## src/rtl/debounce_pkg.sv

```systemverilog
// Shared types and default constants for the button debounce arbiter.
// Optional release-event support is controlled by RELEASE_EVENT_EN in the top.
package debounce_pkg;

    typedef enum logic [1:0] {
        IDLE   = 2'd0,
        SETTLE = 2'd1,
        EMIT   = 2'd2
    } state_t;

    localparam int SETTLE_CYCLES_DEFAULT = 10000;
    localparam int CNT_W_DEFAULT         = 17;

    // Index is sized for the largest supported button count (16).
    typedef struct packed {
        logic [3:0] idx;
        logic       press;
    } evt_t;

endpackage

```

## src/rtl/sync_2ff.sv

```systemverilog
// Single-bit two-flop synchronizer with asynchronous active-low reset.
module sync_2ff (
    input  logic clk,
    input  logic reset_n,
    input  logic d,
    output logic q
);

    logic meta;

    always_ff @(posedge clk or negedge reset_n) begin
        if (!reset_n) begin
            meta <= 1'b0;
            q    <= 1'b0;
        end else begin
            meta <= d;
            q    <= meta;
        end
    end

endmodule

```

## src/rtl/button_debounce_arbiter.sv

```systemverilog
// Debounces N buttons with one shared settle counter granted round-robin.
// Define RELEASE_EVENT_EN to also emit events (evt_press=0) on releases.
module button_debounce_arbiter
    import debounce_pkg::*;
#(
    parameter int N_BUTTONS     = 4,
    parameter int SETTLE_CYCLES = SETTLE_CYCLES_DEFAULT,
    parameter int CNT_W         = CNT_W_DEFAULT,
    parameter int IDX_W         = 2
) (
    input  logic                 clk,
    input  logic                 reset_n,
    input  logic [N_BUTTONS-1:0] buttons,
    output logic                 evt_valid,
    input  logic                 evt_ready,
    output logic [IDX_W-1:0]     evt_idx,
    output logic                 evt_press,
    output logic [N_BUTTONS-1:0] stable,
    output logic                 busy
);

    state_t               state;
    logic [N_BUTTONS-1:0] sync;
    logic [N_BUTTONS-1:0] pend;
    logic [CNT_W-1:0]     counter;
    logic [IDX_W-1:0]     rr_ptr;
    logic [IDX_W-1:0]     cand_idx;
    logic [IDX_W-1:0]     cand_next;
    logic                 cand_lvl;
    logic                 grant_hit;
    logic [IDX_W-1:0]     grant_idx;

    for (genvar g = 0; g < N_BUTTONS; g++) begin : g_sync
        sync_2ff u_sync (
            .clk     (clk),
            .reset_n (reset_n),
            .d       (buttons[g]),
            .q       (sync[g])
        );
    end

    assign pend      = sync ^ stable;
    assign cand_next = (int'(cand_idx) == N_BUTTONS - 1) ? '0 : cand_idx + 1'b1;

    // Scanning downward lets the closest pending index at/after rr_ptr win.
    always_comb begin
        grant_hit = 1'b0;
        grant_idx = '0;
        for (int k = N_BUTTONS - 1; k >= 0; k--) begin
            if (pend[(int'(rr_ptr) + k) % N_BUTTONS]) begin
                grant_hit = 1'b1;
                grant_idx = IDX_W'((int'(rr_ptr) + k) % N_BUTTONS);
            end
        end
    end

    always_ff @(posedge clk or negedge reset_n) begin
        if (!reset_n) begin
            state     <= IDLE;
            counter   <= '0;
            rr_ptr    <= '0;
            cand_idx  <= '0;
            cand_lvl  <= 1'b0;
            stable    <= '0;
            evt_valid <= 1'b0;
            evt_idx   <= '0;
            evt_press <= 1'b0;
            busy      <= 1'b0;
        end else begin
            case (state)
                IDLE: begin
                    if (grant_hit) begin
                        cand_idx <= grant_idx;
                        cand_lvl <= sync[grant_idx];
                        counter  <= '0;
                        state    <= SETTLE;
                        busy     <= 1'b1;
                    end
                end
                SETTLE: begin
                    if (sync[cand_idx] != cand_lvl) begin
                        rr_ptr <= cand_next;
                        state  <= IDLE;
                        busy   <= 1'b0;
                    end else if (counter == CNT_W'(SETTLE_CYCLES - 1)) begin
                        stable[cand_idx] <= cand_lvl;
                        rr_ptr           <= cand_next;
`ifdef RELEASE_EVENT_EN
                        evt_idx   <= cand_idx;
                        evt_press <= cand_lvl;
                        evt_valid <= 1'b1;
                        state     <= EMIT;
`else
                        // Releases commit silently; only presses become events.
                        if (cand_lvl) begin
                            evt_idx   <= cand_idx;
                            evt_press <= 1'b1;
                            evt_valid <= 1'b1;
                            state     <= EMIT;
                        end else begin
                            state <= IDLE;
                            busy  <= 1'b0;
                        end
`endif
                    end else begin
                        counter <= counter + 1'b1;
                    end
                end
                EMIT: begin
                    if (evt_ready) begin
                        evt_valid <= 1'b0;
                        state     <= IDLE;
                        busy      <= 1'b0;
                    end
                end
                default: begin
                    state <= IDLE;
                    busy  <= 1'b0;
                end
            endcase
        end
    end

endmodule

```

## config.mk

```make
export PLATFORM = sky130hd
export DESIGN_NAME = button_debounce_arbiter
export DESIGN_NICKNAME = d
export VERILOG_FILES = /design/src/rtl/debounce_pkg.sv /design/src/rtl/sync_2ff.sv /design/src/rtl/button_debounce_arbiter.sv
export SDC_FILE = /design/constraint.sdc
export NUM_CORES = 1
export LEC_CHECK = 0
export ABC_AREA = 1
export CAP_MARGIN = 10
export CORE_ASPECT_RATIO = 0.6
export CORE_MARGIN = 5
export CORE_UTILIZATION = 25
export CTS_BUF_LIST = sky130_fd_sc_hd__clkbuf_4 sky130_fd_sc_hd__clkbuf_8 sky130_fd_sc_hd__clkbuf_16
export CTS_CLUSTER_SIZE = 16
export DETAILED_ROUTE_END_ITERATION = 16
export GPL_ROUTABILITY_DRIVEN = 0
export REMOVE_ABC_BUFFERS = 1
export SETUP_SLACK_MARGIN = 0.3
export SLEW_MARGIN = 20
export SYNTH_ARGS = -nofsm -noshare
export SYNTH_HDL_FRONTEND = slang
export SYNTH_SLANG_ARGS = --single-unit
```

## constraint.sdc

```tcl
create_clock -name clk -period 3 [get_ports clk]
set_input_delay 0.6 -clock clk [delete_from_list [all_inputs] [get_ports clk]]
set_output_delay 0.6 -clock clk [all_outputs]
set_load 0.1 [all_outputs]
```

* After elaboration in Yosys (flattened, before gate mapping)
Cells that the tools add are included.
Storage, ports and cells: bits in registers 41, input bits 7, output and inout bits 9, word-level logic and storage cells 113
Operators by class: add/subtract/negate cells 5, $lt $le $gt $ge 7, equal/unequal tests 13, multiplexer cells 49, bitwise logic cells 5, reductions and logical operators 16
Operator list (number):
- 17-bit two-way mux | 3
- 17-bit one-hot mux with 2 select lines | 1
- 2-bit two-way mux | 12
- 1-bit two-way mux | 22
- 17-bit by 1-bit adder with 17-bit output, second input constant | 1
- 17-bit by 14-bit == test with 1-bit output, second input constant | 1
- 1-bit binary-select mux with 2-bit select | 6
- 3-bit by 4-bit less-than comparator with 1-bit output, second input constant | 3
- 2-bit != test, second input constant | 6
- 4-bit AND reduction | 3
- 2-bit by 3-bit less-than comparator with 1-bit output, second input constant | 3
- 3-bit != test, second input constant | 2
- 2-bit one-hot mux with 3 select lines | 1
- 3-bit AND reduction | 2
- 2-bit nonzero test | 3
- 2-bit OR reduction | 3
- 5-bit AND reduction | 1
- 2-bit by 1-bit adder with 2-bit output, second input constant | 2
- 2-bit adder, second input constant | 2
- 4-bit bitwise mux | 1
- 2-bit by 1-bit == test with 1-bit output, second input constant | 2
- 2-bit AND reduction | 2
- 4-bit XOR | 1
- 1-bit AND, first input constant | 3
- 9 further kinds | 9

* Logic depth before layout (Yosys ltp)
Gate-level depths: netlist (run 1).
depth in word-level cells 12, depth in mapped cells 15, gate-level depth less buffers 15

* Cells and area by module
From an unflattened synthesis (run 1), not the netlist that was laid out.
Unflattened totals: cell total of the unflattened synthesis 293, area, all modules 2296.0 um^2
Modules (own cells, without submodules):
- button_debounce_arbiter | times used 1, cells each 285, area an instance 2095.8 um^2, seq. area each 825.8 um^2
- sync_2ff | times used 4, cells each 2, area an instance 50.0 um^2, seq. area each 50.0 um^2

* Worst setup path after synthesis (run 1)
Ideal clock, no wire load.
kind register to register, from register stable[3], to register counter[5], setup time 0.122 ns, arrival time 2.040 ns, data required time 2.878 ns, path slack 0.838 ns, cell stages (with the launch flop) 15, buffers on the path 1, clock period less this slack 2.162 ns, cells stage by stage dfrtp_1 inv_1 nand2_1 nand3_1 nand3_1 nand2_1 inv_2 nand2_1 inv_2 nand2_2 nand2_4 nand2_2 buf_6 a21oi_1 a21oi_2
Between the ends: word-level cells in the longest chain between the ends 10, elaborated cells on any way between the ends 18, classes of those cells 1 x eq/ne; 15 x mux; 1 x bitwise; 1 x reduce/logical
RTL lines:
- from (decl) | RTL line button_debounce_arbiter.sv:18 | output logic [N_BUTTONS-1:0] stable,
- from (signal, indexed assignment) | RTL line button_debounce_arbiter.sv:86 | stable[cand_idx] <= cand_lvl;
- 4-bit XOR * | RTL line button_debounce_arbiter.sv:42 | assign pend = sync ^ stable;
- 1-bit binary-select mux with 2-bit select | RTL line button_debounce_arbiter.sv:50 | if (pend[(int'(rr_ptr) + k) % N_BUTTONS]) begin
- 1-bit two-way mux (not written as such) (2 in a row) | RTL line button_debounce_arbiter.sv:50
- 1-bit two-way mux (3 in a row) | RTL line button_debounce_arbiter.sv:50
- 1-bit two-way mux * | RTL line button_debounce_arbiter.sv:50
- 2-bit != test (no line) *
- 4-bit AND reduction (no line) *
- to (signal assigned) | RTL line button_debounce_arbiter.sv:106 | counter <= counter + 1'b1;
- to (decl) | RTL line button_debounce_arbiter.sv:25 | logic [CNT_W-1:0] counter;
Every way passes the cells marked *; elsewhere a longest branch is shown, timed or not. The select of a mux whose other input is x is not followed. A chain may end at the register's enable or synchronous reset.

* Worst setup path in the final report (run 1)
from register cand_idx[0], to register counter[12]
Between the ends: word-level cells in the longest chain between the ends 5
RTL lines:
- from (decl) | RTL line button_debounce_arbiter.sv:27 | logic [IDX_W-1:0] cand_idx;
- from (signal assigned) | RTL line button_debounce_arbiter.sv:73 | cand_idx <= grant_idx;
- 1-bit binary-select mux with 2-bit select | RTL line button_debounce_arbiter.sv:81 | if (sync[cand_idx] != cand_lvl) begin
- 1-bit two-way mux (not written as such) | RTL line button_debounce_arbiter.sv:81
- 1-bit != test | RTL line button_debounce_arbiter.sv:81
- 2-bit != test (no line)
- 4-bit AND reduction (no line)
Every way passes these cells. The select of a mux whose other input is x is not followed.

==> flow_summary.toml, run 1 <==
[synthesis]
ys_ff_latch = 41
synthXorXnorAreaFrac_pct = 3.11
synth_top_area_share_pct = 45.5
syn_avg_cell_area_sq_um = 7.99
ys_seq_area_share_pct = 45.5
synthMuxAreaShare_pct = 0
synth_area_sq_um = 2250
synth_fa_ha_area_share_pct = 3.33
synth-edff-count = 0
yosys-top-cells-area = "dfrtp_1, nand2_1, nand3_1"
async_flop_share_pct = 100
ys.warnings.count = 0
synth-compound-area-share_pct = 9.49
yosys.area_share.simple_pct = 30.2
netlist_instances = 282
yosysMostFrequentCell = "nand2_1"
synth.distinct_cells = 28
yosys.area.top_type = "dfrtp_1"
synth_common_cells = "nand2_1, dfrtp_1, nand3_1, inv_1, nor2_1"
synth_top_family_by_area = "simple AND/OR/NAND/NOR gates"
ys.flop_type = "dfrtp_1"

[global_route]
grt_pass1_vias = 1735
grt_pass1_wl_um = 9060
grt_usage_pct = 10.1
grt-ovfl-total = 0
grt_max_degree = 42
antenna_found_initial = 0

[placed_design]
port-buffer-count = 15
hpwl_um = 4050

[critical_path]
crit_slowest_cell = "dfrtp_1"
reg2reg_depth = 10
timing.rr.end = "counter[12]"
cp-end-kind = "register"
cp.arrival_ns = 2.42
cp_data_required_time_ns = 3.17
cp_max_fo = 21
r2r_start = "cand_idx[0]"
crit_type = "register to register"
r2r_setup_slack_ns = 0.75
cp-start-kind = "register"
cp_cell_sequence = "inv_1 > o21ai_0 > a21oi_1 > a21oi_1 > ha_1 > inv_1 > nand3_2 > nand2_2 > nand3_2 > and3_1"
cp_slowest_stage_delay_ns = 0.42

[clock_tree]
cts_buffer_depth = 2
clk_pin_slew_ns = 0.06
hold_buffers = 0
cts_resized = 0
tritoncts.num_buffers = 5
post-cts-setup-buffer-count = 0
cts.sinks = 41
htree_num_levels = 2
cts_tree = "built"
clkLatencyLatePin_ns = 0.28
cts-root-buf = "clkbuf_16"

[die]
dieArea_sq_um = 11100
coreArea_sq_um = 8650
ioPinCount = 16
rows = 26
start_util_pct = 26.0
fp.dieH_um = 83.5
die_x_um = 133

[sta]
worst_slew_pin_slew_ns = 0.919
fin_crit_sh_pct = 74.8
period_needed_ns = 2.25
slew_headroom_pct = 38.7
setup_violations = 0
finClkSkew_ns = 0.00851
rsz0062_at_grt = "no"
whs_ns = 0.347
hold_viol = 0
drv_slew = 0
tns_ns = 0
fmax_mhz = 445

[worst_hold_path]
hold_start = "g_sync[0].u_sync.meta"
worst_hold_path.endpoint = "g_sync[0].u_sync.q"
hold_depth = 0
min_path_type = "register to register"

[detailed_routing]
drc = 0
via_per_inst = 4.64
wl_per_cell_um = 13.0
wl_um = 5370
ant_nets = 0
drt_pre_antenna_iters = 5
drt_iter0_markers = 198
vias = 1916

[status]
status = "completed"

[cells_and_area]
antennaDiodeCount = 0
post_route_cells_drive_above_1_share_pct = 12.6
syn_to_final_growth_pct = 17.8
nNetsFinal = 313

[power]
p_per_area_nw_per_um2 = 932
vdd_drop_max_uv = 461
leakage_nw = 1.26

[run]
cap_violations = 0
registers in the layout, indices dropped and copies added, names as in the netlist, 2 cells and up:
name,count
evt_idx,2
g_sync.u_sync.q,4
state,2
rr_ptr,2
cand_idx,2
stable,4
counter,17
g_sync.u_sync.meta,4
cell families after synthesis:
| family | count (synthesis) |
|---|---|
| xor+xnor | 8 |
| simple gates | 143 |
| compound gates | 40 |
| fa+ha+maj | 6 |
| buf+inv | 44 |
| flops | 41 |
metrics by stage:
step	utilization [%]	std cells	setup WS (ns)	cell area [sq um]	power, mW
floorplan	-	278	0.702	2220	1.56
global placement	28.6	405	0.874	2480	1.81
detailed placement	28.6	405	0.773	2480	1.83
CTS	30.7	413	0.765	2660	2.47
global route	30.7	413	0.474	2660	2.66
finish	30.7	413	0.755	2660	2.48
routing by layer:
| layer | global-route usage [%] | vias to the layer above | routed length, um |
|---|---|---|---|
| met3 | 3.13 | 10 | 372 |
| met4 | 2.64 | 0 | 55 |
| met5 | 0 | - | 0 |
| li1 | - | 964 | - |
| met2 | 12.5 | 60 | 1950 |
| met1 | 16.1 | 882 | 2990 |
critical path, delay by kind of cell, from the launching register on:
kind                       cells  cell delay (ns)
buffers and inverters          2             0.28
AOI/OAI and AO/OA              3             0.27
DFF                            1             0.42
adders and majority gates      1             0.32
and+or+nand+nor                4             0.82
power by group:
part           total [mW]  internal (mW)  switching, mW
sequential          0.735          0.637         0.0976
clock               0.637          0.425          0.212
combinational        1.10          0.302          0.802
total                2.48           1.36           1.11
placed cells by master, fill, tap and decap left out, drive strengths merged, types with 2 or more instances in the layout:
| cell | Yosys | layout |
|---|---|---|
| o21ai | 17 | 17 |
| buf | 4 | 10 |
| nor2 | 24 | 24 |
| nor3 | 5 | 5 |
| a21oi | 17 | 17 |
| a31oi | 4 | 4 |
| nand2 | 64 | 64 |
| xor2 | 6 | 6 |
| dfrtp | 41 | 41 |
| xnor2 | 2 | 2 |
| nand4 | 5 | 5 |
| clkbuf | 0 | 7 |
| inv | 40 | 40 |
| clkdlybuf4s50 | 0 | 5 |
| nor4 | 2 | 2 |
| ha | 6 | 6 |
| nand3 | 41 | 41 |
area by class of cell:
class	count	area [sq um]
multi-input cells	197	1040
flip-flops and latches	41	1030
well taps	112	140
clock buffers	7	146
inverters	40	150
repair buffers	15	123
fillers	921	6000
clock inverters	1	30.0
worst max-delay path by stage:
stage | from | to | slack, ns | cells past startpoint
global placement | cand_idx[0] | counter[12] | 0.87 | 10
global route | cand_idx[0] | counter[12] | 0.47 | 11
detailed placement | cand_idx[0] | counter[12] | 0.77 | 10
finish | cand_idx[0] | counter[12] | 0.75 | 10
floorplan | stable[3] | counter[12] | 0.70 | 14
CTS | cand_idx[0] | counter[12] | 0.77 | 10
(Power assumes the default switching activity.)
==> run 2: changes to the inputs <==
Clock period 3 ns to 2 ns, I/O delays scaled along.
==> run 2 against run 1 <==
- routed wire length grew 25%
- total power rose by 130%
- via count increased by 14%
- final cell count rose by 9.9%
- fmax rose by 18%
- sequential power increased by 52%
- clock power rose by 63%
- combinational power rose to 3.2 times the previous value
- critical path type unchanged
- largest power group unchanged
- highest routed layer unchanged
==> flow_summary.toml, run 2 (synthesized netlist as in run 1, its figures left out) <==
[placed_design]
dp_slack_ns = 0.0240
hpwl_um = 4100
placed_cells_incl_taps = 418
port-buffer-count = 15

[critical_path]
timing.rr.end = "counter[12]"
crit_type = "register to register"
cp_slowest_stage_delay_ns = 0.40
cp_max_fo = 6
cp.arrival_ns = 2.07
cp-end-kind = "register"
r2r_start = "cand_idx[0]"
cp_common_cell = "nand2_1"
cp-start-kind = "register"
cp_cell_sequence = "inv_2 > o21ai_2 > a21oi_2 > a21oi_4 > ha_4 > inv_4 > nand3_4 > nand2_8 > buf_12 > nand2_1 > nand2_1 > and3_4"
crit_slowest_cell = "dfrtp_1"
reg2reg_depth = 12
r2r_setup_slack_ns = 0.10
cp_data_required_time_ns = 2.18

[clock_tree]
cts-root-buf = "clkbuf_16"
cts_tree = "built"
htree_num_levels = 2
clkLatencyLatePin_ns = 0.28
clk_pin_slew_ns = 0.06
cts_buffer_depth = 2
cts.sinks = 41
tritoncts.num_buffers = 5

[power]
swShare_pct = 42.5
vdd_drop_max_uv = 684
p_per_area_nw_per_um2 = 1660
p_clk_share_pct = 18.4
pwr-share-seq_pct = 19.8
p_total_mw = 5.66
leakage_nw = 1.56
switchingPower_mw = 2.40
internal_power_mw = 3.25
p_comb_share_pct = 61.8

[global_route]
grt_pass1_wl_um = 10500
antenna_found_initial = 0
grt_use_met1_pct = 17.5
grt_pass1_vias = 2080
top_usage_layer = "met1"
grt_max_degree = 42
grt_usage_pct = 11.7
met2_usage_pct = 15.8
grtUsageMet3_pct = 3.25
grt-ovfl-total = 0

[sta]
tns_ns = 0
finClkSkew_ns = 0.00608
fin_crit_sh_pct = 94.9
timing.final.ws_setup_ns = 0.103
period_needed_ns = 1.90
worst_slew_pin_slew_ns = 0.525
rsz0062_at_grt = "yes"
setup_violations = 0
fmax_mhz = 527
hold_viol = 0
drv_slew = 0
slew_headroom_pct = 65.0

[die]
ioPinCount = 16
die_x_um = 133
coreArea_sq_um = 8650
fp.dieH_um = 83.5
dieArea_sq_um = 11100
start_util_pct = 26.0
rows = 26

[detailed_routing]
via_per_inst = 4.79
drt_iter0_markers = 164
wl_per_cell_um = 14.7
drt_pre_antenna_iters = 4
drc = 0
wl_um = 6700
vias = 2175
ant_nets = 0

[cells_and_area]
multi_input_area_sq_um = 1360
antennaDiodeCount = 0
final_cells = 454
post_route_cells_drive_above_1_share_pct = 43.6
syn_to_final_growth_pct = 51.4
fin_util_pct = 39.4
largest_reg_flops = 17
largest-register = "counter"
seqCellArea_sq_um = 1030
fill_cells = 838
nNetsFinal = 354
mostFrequentLayoutCell = "nand2_1"
mostFrequentLayoutCells = "nand2_1, buf_4, dfrtp_1"

[worst_hold_path]
min_path_type = "primary input to asynchronous set/reset pin"

[status]
status = "completed"

[run]
cap_violations = 0
## run 2: layout make-up
type                            instances  area share (%)
Multi-Input combinational cell        197            39.8
Sequential cell                        41            30.2
Timing Repair Buffer                   56            15.7
Inverter                               40            4.66
Tap cell                              112            4.11
Clock buffer                            5            3.67
Clock inverter                          3            1.91
## run 2: critical path: cells and delay by family (launching register included)
kind	cells	cell delay, ns
fa+ha+maj	1	0.30
simple gates	5	0.45
flops	1	0.40
buf+inv	3	0.30
compound gates	3	0.33
## run 2: power groups by stage
stage	clock [mW]	sequential, mW	combinational, mW
detailed placement	0	1.10	1.89
finish	1.04	1.12	3.49
global placement	0	1.10	1.87
global route	1.11	1.13	3.73
CTS	1.05	1.11	2.91
floorplan	0	1.21	1.13
## run 2: metrics by stage
stage	instance area [sq um]	hold slack (ns)
2_1_floorplan	2220	0.104
3_3_place_gp	2590	0.336
3_5_place_dp	2590	0.335
4_1_cts	3200	0.195
5_1_grt	3410	0.239
6_report	3410	0.178
## run 2: worst max-delay path by stage
stage	from	end	slack, ns
2_1_floorplan	stable[3]	counter[12]	-0.30
3_3_place_gp	rr_ptr[0]	cand_lvl	0.09
3_5_place_dp	cand_idx[0]	counter[14]	0.02
4_1_cts	cand_idx[0]	stable[3]	0.17
5_1_grt	cand_idx[0]	counter[12]	0.03
6_report	cand_idx[0]	counter[12]	0.10
## run 2: repair_timing
item,CTS,global route
gates cloned,2,1
setup buffers,21,4
hold buffers,0,0
gates resized for setup,58,46
pin swaps,12,11
endpoints found under the setup margin,30,32
## run 2: layer usage
layer	part of all wire (%)	routed length, um	vias to the layer above
met4	2.0	137	0
met1	49	3300	1030
met3	6.5	436	17
met5	0	0	-
li1	-	-	1055
met2	42	2820	73
